`src/rtl/pipe_pkg.sv`:
```
// Shared pipeline definitions: ALU operation codes, forwarding selects and
// writeback source encodings.
package pipe_pkg;

    typedef enum logic [4:0] {
        ALU_ADD = 5'd0,
        ALU_SUB = 5'd1,
        ALU_AND = 5'd2,
        ALU_OR  = 5'd3,
        ALU_XOR = 5'd4,
        ALU_NOR = 5'd5,
        ALU_SLL = 5'd6,
        ALU_SRL = 5'd7,
        ALU_SRA = 5'd8,
        ALU_SLT = 5'd9,
        ALU_NOP = 5'd10
    } alu_op_e;

    typedef enum logic [1:0] {
        FWD_RF,
        FWD_EXMEM,
        FWD_MEMWB
    } fwd_sel_e;

    typedef enum logic [1:0] {
        MTR_ALU  = 2'd0,
        MTR_MEM  = 2'd1,
        MTR_LINK = 2'd2
    } mem_to_reg_e;

endpackage

```
`src/rtl/id_ex_stage_fwd_mux.sv`:
```
// Operand forwarding for one source register: EX/MEM wins over MEM/WB,
// and register $0 always reads as zero.
module fwd_mux
    import pipe_pkg::*;
#(
    parameter int DATA_W  = 32,
    parameter int RADDR_W = 5
) (
    input  logic [RADDR_W-1:0] addr,
    input  logic [DATA_W-1:0]  rf_data,
    input  logic               exmem_reg_write,
    input  logic [RADDR_W-1:0] exmem_dst,
    input  logic [DATA_W-1:0]  exmem_result,
    input  logic               memwb_reg_write,
    input  logic [RADDR_W-1:0] memwb_dst,
    input  logic [DATA_W-1:0]  memwb_result,
    output logic [DATA_W-1:0]  data
);

    fwd_sel_e sel;

    always_comb begin
        sel = FWD_RF;
        if (addr != '0) begin
            if (exmem_reg_write && (exmem_dst == addr)) begin
                sel = FWD_EXMEM;
            end else if (memwb_reg_write && (memwb_dst == addr)) begin
                sel = FWD_MEMWB;
            end
        end
    end

    always_comb begin
        data = '0;
        case (sel)
            FWD_EXMEM: data = exmem_result;
            FWD_MEMWB: data = memwb_result;
            default:   data = (addr == '0) ? '0 : rf_data;
        endcase
    end

endmodule

```
`src/rtl/id_ex_stage.sv`:
```
// ID/EX pipeline register with EX-stage operand forwarding feeding the ALU.
// Forwarding is evaluated every cycle, so a stalled instruction sees fresh results.
module id_ex_stage
    import pipe_pkg::*;
#(
    parameter int DATA_W  = 32,
    parameter int RADDR_W = 5,
    parameter int CTRL_W  = 5
) (
    input  logic               clk,
    input  logic               reset,
    input  logic               stall,
    input  logic               flush,
    input  logic               id_valid,
    input  logic [RADDR_W-1:0] id_rs_addr,
    input  logic [RADDR_W-1:0] id_rt_addr,
    input  logic [DATA_W-1:0]  id_rs_data,
    input  logic [DATA_W-1:0]  id_rt_data,
    input  logic [DATA_W-1:0]  id_imm32,
    input  logic [4:0]         id_shamt,
    input  logic               id_alu_src1,
    input  logic               id_alu_src2,
    input  logic [CTRL_W-1:0]  id_alu_ctrl,
    input  logic               id_sign,
    input  logic [RADDR_W-1:0] id_dst,
    input  logic               id_reg_write,
    input  logic               id_mem_read,
    input  logic               id_mem_write,
    input  logic [1:0]         id_mem_to_reg,
    input  logic [DATA_W-1:0]  id_pc_plus4,
    input  logic               exmem_reg_write,
    input  logic [RADDR_W-1:0] exmem_dst,
    input  logic [DATA_W-1:0]  exmem_result,
    input  logic               memwb_reg_write,
    input  logic [RADDR_W-1:0] memwb_dst,
    input  logic [DATA_W-1:0]  memwb_result,
    output logic [DATA_W-1:0]  alu_in1,
    output logic [DATA_W-1:0]  alu_in2,
    output logic [CTRL_W-1:0]  alu_ctrl,
    output logic               alu_sign,
    output logic [DATA_W-1:0]  ex_store_data,
    output logic               ex_valid,
    output logic               ex_reg_write,
    output logic               ex_mem_read,
    output logic               ex_mem_write,
    output logic [1:0]         ex_mem_to_reg,
    output logic [RADDR_W-1:0] ex_dst,
    output logic [RADDR_W-1:0] ex_rs_addr,
    output logic [RADDR_W-1:0] ex_rt_addr,
    output logic [DATA_W-1:0]  ex_pc_plus4
);

    logic               valid_q;
    logic [RADDR_W-1:0] rs_addr_q;
    logic [RADDR_W-1:0] rt_addr_q;
    logic [DATA_W-1:0]  rs_data_q;
    logic [DATA_W-1:0]  rt_data_q;
    logic [DATA_W-1:0]  imm32_q;
    logic [4:0]         shamt_q;
    logic               alu_src1_q;
    logic               alu_src2_q;
    logic [CTRL_W-1:0]  alu_ctrl_q;
    logic               sign_q;
    logic [RADDR_W-1:0] dst_q;
    logic               reg_write_q;
    logic               mem_read_q;
    logic               mem_write_q;
    logic [1:0]         mem_to_reg_q;
    logic [DATA_W-1:0]  pc_plus4_q;

    // An invalid ID slot is loaded exactly like a flush, but a stall still holds.
    always_ff @(posedge clk or negedge reset) begin
        if (!reset) begin
            valid_q      <= 1'b0;
            rs_addr_q    <= '0;
            rt_addr_q    <= '0;
            rs_data_q    <= '0;
            rt_data_q    <= '0;
            imm32_q      <= '0;
            shamt_q      <= '0;
            alu_src1_q   <= 1'b0;
            alu_src2_q   <= 1'b0;
            alu_ctrl_q   <= '0;
            sign_q       <= 1'b0;
            dst_q        <= '0;
            reg_write_q  <= 1'b0;
            mem_read_q   <= 1'b0;
            mem_write_q  <= 1'b0;
            mem_to_reg_q <= '0;
            pc_plus4_q   <= '0;
        end else if (flush || (!stall && !id_valid)) begin
            valid_q      <= 1'b0;
            rs_addr_q    <= '0;
            rt_addr_q    <= '0;
            rs_data_q    <= '0;
            rt_data_q    <= '0;
            imm32_q      <= '0;
            shamt_q      <= '0;
            alu_src1_q   <= 1'b0;
            alu_src2_q   <= 1'b0;
            alu_ctrl_q   <= CTRL_W'(ALU_NOP);
            sign_q       <= 1'b0;
            dst_q        <= '0;
            reg_write_q  <= 1'b0;
            mem_read_q   <= 1'b0;
            mem_write_q  <= 1'b0;
            mem_to_reg_q <= '0;
            pc_plus4_q   <= '0;
        end else if (!stall) begin
            valid_q      <= 1'b1;
            rs_addr_q    <= id_rs_addr;
            rt_addr_q    <= id_rt_addr;
            rs_data_q    <= id_rs_data;
            rt_data_q    <= id_rt_data;
            imm32_q      <= id_imm32;
            shamt_q      <= id_shamt;
            alu_src1_q   <= id_alu_src1;
            alu_src2_q   <= id_alu_src2;
            alu_ctrl_q   <= id_alu_ctrl;
            sign_q       <= id_sign;
            dst_q        <= id_dst;
            reg_write_q  <= id_reg_write;
            mem_read_q   <= id_mem_read;
            mem_write_q  <= id_mem_write;
            mem_to_reg_q <= id_mem_to_reg;
            pc_plus4_q   <= id_pc_plus4;
        end
    end

    logic [DATA_W-1:0] rs_fwd;
    logic [DATA_W-1:0] rt_fwd;

    fwd_mux #(.DATA_W(DATA_W), .RADDR_W(RADDR_W)) u_fwd_rs (
        .addr            (rs_addr_q),
        .rf_data         (rs_data_q),
        .exmem_reg_write (exmem_reg_write),
        .exmem_dst       (exmem_dst),
        .exmem_result    (exmem_result),
        .memwb_reg_write (memwb_reg_write),
        .memwb_dst       (memwb_dst),
        .memwb_result    (memwb_result),
        .data            (rs_fwd)
    );

    fwd_mux #(.DATA_W(DATA_W), .RADDR_W(RADDR_W)) u_fwd_rt (
        .addr            (rt_addr_q),
        .rf_data         (rt_data_q),
        .exmem_reg_write (exmem_reg_write),
        .exmem_dst       (exmem_dst),
        .exmem_result    (exmem_result),
        .memwb_reg_write (memwb_reg_write),
        .memwb_dst       (memwb_dst),
        .memwb_result    (memwb_result),
        .data            (rt_fwd)
    );

    logic var_shift;
    assign var_shift = (alu_ctrl_q == CTRL_W'(ALU_SLL)) ||
                       (alu_ctrl_q == CTRL_W'(ALU_SRL)) ||
                       (alu_ctrl_q == CTRL_W'(ALU_SRA));

    // Variable shifts take only the low five bits of rs as the shift amount.
    always_comb begin
        alu_in1 = rs_fwd;
        if (alu_src1_q) begin
            alu_in1 = {{(DATA_W-5){1'b0}}, shamt_q};
        end else if (var_shift) begin
            alu_in1 = {{(DATA_W-5){1'b0}}, rs_fwd[4:0]};
        end
    end

    always_comb begin
        alu_in2 = alu_src2_q ? imm32_q : rt_fwd;
    end

    assign ex_store_data = rt_fwd;
    assign alu_ctrl      = alu_ctrl_q;
    assign alu_sign      = sign_q;
    assign ex_valid      = valid_q;
    assign ex_reg_write  = reg_write_q;
    assign ex_mem_read   = mem_read_q;
    assign ex_mem_write  = mem_write_q;
    assign ex_mem_to_reg = mem_to_reg_q;
    assign ex_dst        = dst_q;
    assign ex_rs_addr    = rs_addr_q;
    assign ex_rt_addr    = rt_addr_q;
    assign ex_pc_plus4   = pc_plus4_q;

endmodule

```
`config.mk`:
```
export PLATFORM = sky130hd
export DESIGN_NAME = id_ex_stage
export DESIGN_NICKNAME = d
export VERILOG_FILES = /design/src/rtl/pipe_pkg.sv /design/src/rtl/id_ex_stage_fwd_mux.sv /design/src/rtl/id_ex_stage.sv
export SDC_FILE = /design/constraint.sdc
export NUM_CORES = 1
export LEC_CHECK = 0
export BUFFER_PORTS_ARGS = -buffer_cell sky130_fd_sc_hd__buf_2
export CELL_PAD_IN_SITES_DETAIL_PLACEMENT = 0
export CELL_PAD_IN_SITES_GLOBAL_PLACEMENT = 1
export CORE_ASPECT_RATIO = 1.4
export CORE_UTILIZATION = 34
export DETAILED_ROUTE_END_ITERATION = 16
export HOLD_SLACK_MARGIN = 0.1
export PLACE_DENSITY_LB_ADDON = 0.3
export SETUP_SLACK_MARGIN = 0.02
export SLEW_MARGIN = 20
export SYNTH_ARGS = -nofsm -noshare
export SYNTH_HDL_FRONTEND = slang
export SYNTH_SLANG_ARGS = --single-unit
```
`constraint.sdc`:
```
create_clock -name clk -period 2.2 [get_ports clk]
set_input_delay 0.22 -clock clk [delete_from_list [all_inputs] [get_ports clk]]
set_output_delay 0.22 -clock clk [all_outputs]
set_load 0.01 [all_outputs]
```
==> impl_metrics.env <==
export IMPL_dpl_cell_area_um2=10500
export IMPL_seq_area_frac_synth_pct=50.5
export IMPL_maxSlewViolCount=0
export IMPL_drtIter0Drc=296
export IMPL_numPortBuffers=396
export IMPL_ys_async_sr_fraction_pct=100
export IMPL_hp_start="stall"
export IMPL_area_delta_synth_final_pct=74.2
export IMPL_sequentialPowerShare_pct=39.3
export IMPL_ir_drop_mv=0.533
export IMPL_route_antenna_remaining_nets=0
export IMPL_grt_pass1_wl_um=50600
export IMPL_yosys_top_cells_count="162 x dfrtp_1, 153 x a22o_1, 70 x o21ai_0"
export IMPL_violations="negative setup slack"
export IMPL_final_cell_area_um2=14000
export IMPL_worstHoldPathType="input port to flip-flop"
export IMPL_rsz0062_at_grt="yes"
export IMPL_num_vias=8679
export IMPL_wl_per_cell_um=21.5
export IMPL_cts_clk_slew_worst_paths_ps=60
export IMPL_cts_buffers=17
export IMPL_die_area_um2=24200
export IMPL_num_rows=66
export IMPL_hold_viol=0
export IMPL_post_drt_via_cell_ratio=5.37
export IMPL_synth_top_area_cell="dfrtp_1"
export IMPL_pwr_share_clk_pct=41.3
export IMPL_initial_core_util_pct=34.6
export IMPL_fin_crit_ps=2680
export IMPL_ys_types=39
export IMPL_drc=0
export IMPL_gp_congestion=0.875
export IMPL_placed_cells=1389
export IMPL_r2r_end="alu_src2_q"
export IMPL_cp_arrival_ps=2460
export IMPL_setup_slack_ps=-480
export IMPL_yosysMostFrequentCell="dfrtp_1"
export IMPL_switching_share_pct=26.1
export IMPL_tightest_slew_ps=608
export IMPL_crit_path_end_kind="primary output"
export IMPL_p_comb_share_pct=19.4
export IMPL_coreArea_um2=23200
export IMPL_ff2ff_path_depth=2
export IMPL_synth_area_leaders="dfrtp_1 51%, a22o_1 17%, o21ai_0 4.4%"
export IMPL_synth_net_count=970
export IMPL_clock_tree_root_cell="clkbuf_16"
export IMPL_grt_pass1_vias=8817
export IMPL_netSwitchingPower_uw=2110
export IMPL_cp_required_ps=1980
export IMPL_synth_top_area_share_pct=50.5
export IMPL_fin_worst_skew_ps=0
export IMPL_hold_end="ex_valid"
export IMPL_fin_cells=1617
export IMPL_intPower_uw=5970
export IMPL_cts_tree="yes"
export IMPL_reg2reg_from="alu_src2_q"
export IMPL_antennaDiodeCount=0
export IMPL_fin_crit_sh_pct=122
export IMPL_relSlewSlack_pct=59.5
export IMPL_maxCapViolCount=0
export IMPL_reg2reg_slack_ps=1230
export IMPL_dieWidth_um=132
export IMPL_cts_sinks=162
export IMPL_drive_above_1_share_pct=44.2
export IMPL_nFillCells=1934
export IMPL_leakage_uw=0.00672
export IMPL_min_delay_path_depth=4
export IMPL_fin_total_pwr_uw=8090
export IMPL_ys_seq_elements=162
export IMPL_path_max_fanout=19
export IMPL_synth_area_um2=8020
export IMPL_h_tree_depth=4
export IMPL_io_pins=397
export IMPL_insertion_delay_ps=420
export IMPL_powerDensity_nw_per_um2=579
export IMPL_syn_area_per_cell_um2=11.0
export IMPL_die_height_um=184
export IMPL_syn_inst=728
export IMPL_firstDrtPassIters=5
export IMPL_finish_net_count=1541
export IMPL_grt_max_degree=82
export IMPL_grt_overflow_total=0
export IMPL_synth_edf_count=0
export IMPL_track_usage_pct=27.7
export IMPL_crit_type="flip-flop to primary output"
export IMPL_start_kind="flip-flop"
export IMPL_antenna_found_initial=0
export IMPL_yosys_warnings=0
export IMPL_cts_buffer_depth=2
export IMPL_hpwl_um=21600
export IMPL_wl_um=34700
export IMPL_finalSetupViolations=96
export IMPL_fin_util_pct=60.2
export IMPL_status="finished with violations"
export IMPL_ys_flop_type="dfrtp_1"
export IMPL_timing_fmax_mhz=373
==> what timing repair did <==
item,4_1_cts,5_1_grt
hold buffers,163,0
endpoints found under the setup margin,96,96
gates cloned,7,5
hold endpoints to repair,217,0
gates resized for setup,78,115
pin swaps,19,35
setup buffers,18,6
==> worst max path at each step <==
stage                              from  slack (ps)          end
after floorplan           ex_rs_addr[0]         100  alu_in1[11]
after global placement      alu_ctrl[3]         -30   alu_in1[7]
after detailed placement    alu_ctrl[3]         -50   alu_in1[7]
after CTS                 ex_rs_addr[4]        -460  alu_in1[14]
after global routing      ex_rt_addr[3]        -580  alu_in2[28]
final                     ex_rt_addr[3]        -480  alu_in2[21]
==> cell families after synthesis <==
group,Yosys count,synth area share (%)
compound gates,297,29.0
flops,162,50.5
simple gates,138,9.98
buf+inv,79,4.29
mux,32,3.99
xor+xnor,20,2.18
==> layer usage <==
metal	global-route usage [%]	wire, µm
met5	0	0
met4	13.1	1500
met3	5.93	1990
met2	48.3	17900
met1	32.3	13300
==> power groups by stage <==
stage	logic [µW]	clock network [µW]	registers (µW)
after floorplan	426	0	3220
after global placement	1070	0	3220
after detailed placement	1080	0	3220
after CTS	1450	3430	3160
after global routing	1680	3550	3180
final	1570	3340	3180
==> worst max-delay path, stage by stage, from the launching register on <==
cell	delay [ps]
dfrtp_2	440
buf_4	150
xnor2_1	120
nand4_1	170
buf_4	150
o21bai_4	70
or2_2	330
buf_12	180
o21ai_0	240
buf_2	180
==> area by class of cell <==
| cell class | count | area [µm²] | area share (%) |
|---|---|---|---|
| Multi-Input combinational cell | 489 | 4310 | 30.8 |
| Clock inverter | 11 | 201 | 1.44 |
| Clock buffer | 20 | 457 | 3.27 |
| Inverter | 6 | 22.5 | 0.161 |
| Tap cell | 306 | 383 | 2.74 |
| Timing Repair Buffer | 623 | 4540 | 32.5 |
| Sequential cell | 162 | 4060 | 29.0 |
==> stage by stage <==
stage	hold slack [ps]	TNS (ps)	worst slack, ps
final	157	-39730	-480
after global routing	200	-50970	-581
after CTS	126	-38100	-460
after detailed placement	246	-162	-45.5
after global placement	240	-31.3	-30.3
after floorplan	-75.6	0	99.1
==> layout by cell type, fill, tap and decap left out, types with 3 or more instances in the layout <==
| master | count |
|---|---|
| nor2b_1 | 32 |
| buf_6 | 8 |
| mux2i_2 | 8 |
| nor3b_2 | 7 |
| clkbuf_16 | 22 |
| nor2_1 | 3 |
| bufinv_16 | 5 |
| xor2_1 | 8 |
| nor4b_2 | 4 |
| mux2i_4 | 19 |
| a211o_1 | 5 |
| a22oi_1 | 32 |
| inv_1 | 6 |
| clkinv_4 | 3 |
| nor3b_4 | 19 |
| o41ai_1 | 5 |
| buf_4 | 35 |
| a22o_1 | 153 |
| dfrtp_1 | 157 |
| xnor2_1 | 10 |
| mux2i_1 | 5 |
| nand2_1 | 48 |
| dlygate4sd3_1 | 163 |
| o21ai_0 | 17 |
| dfrtp_2 | 5 |
| and4_4 | 3 |
| a221o_1 | 27 |
| o21ai_2 | 8 |
| buf_2 | 389 |
| buf_12 | 20 |
| o21ai_1 | 45 |
Note: power is estimated with default switching activity, not from simulation.
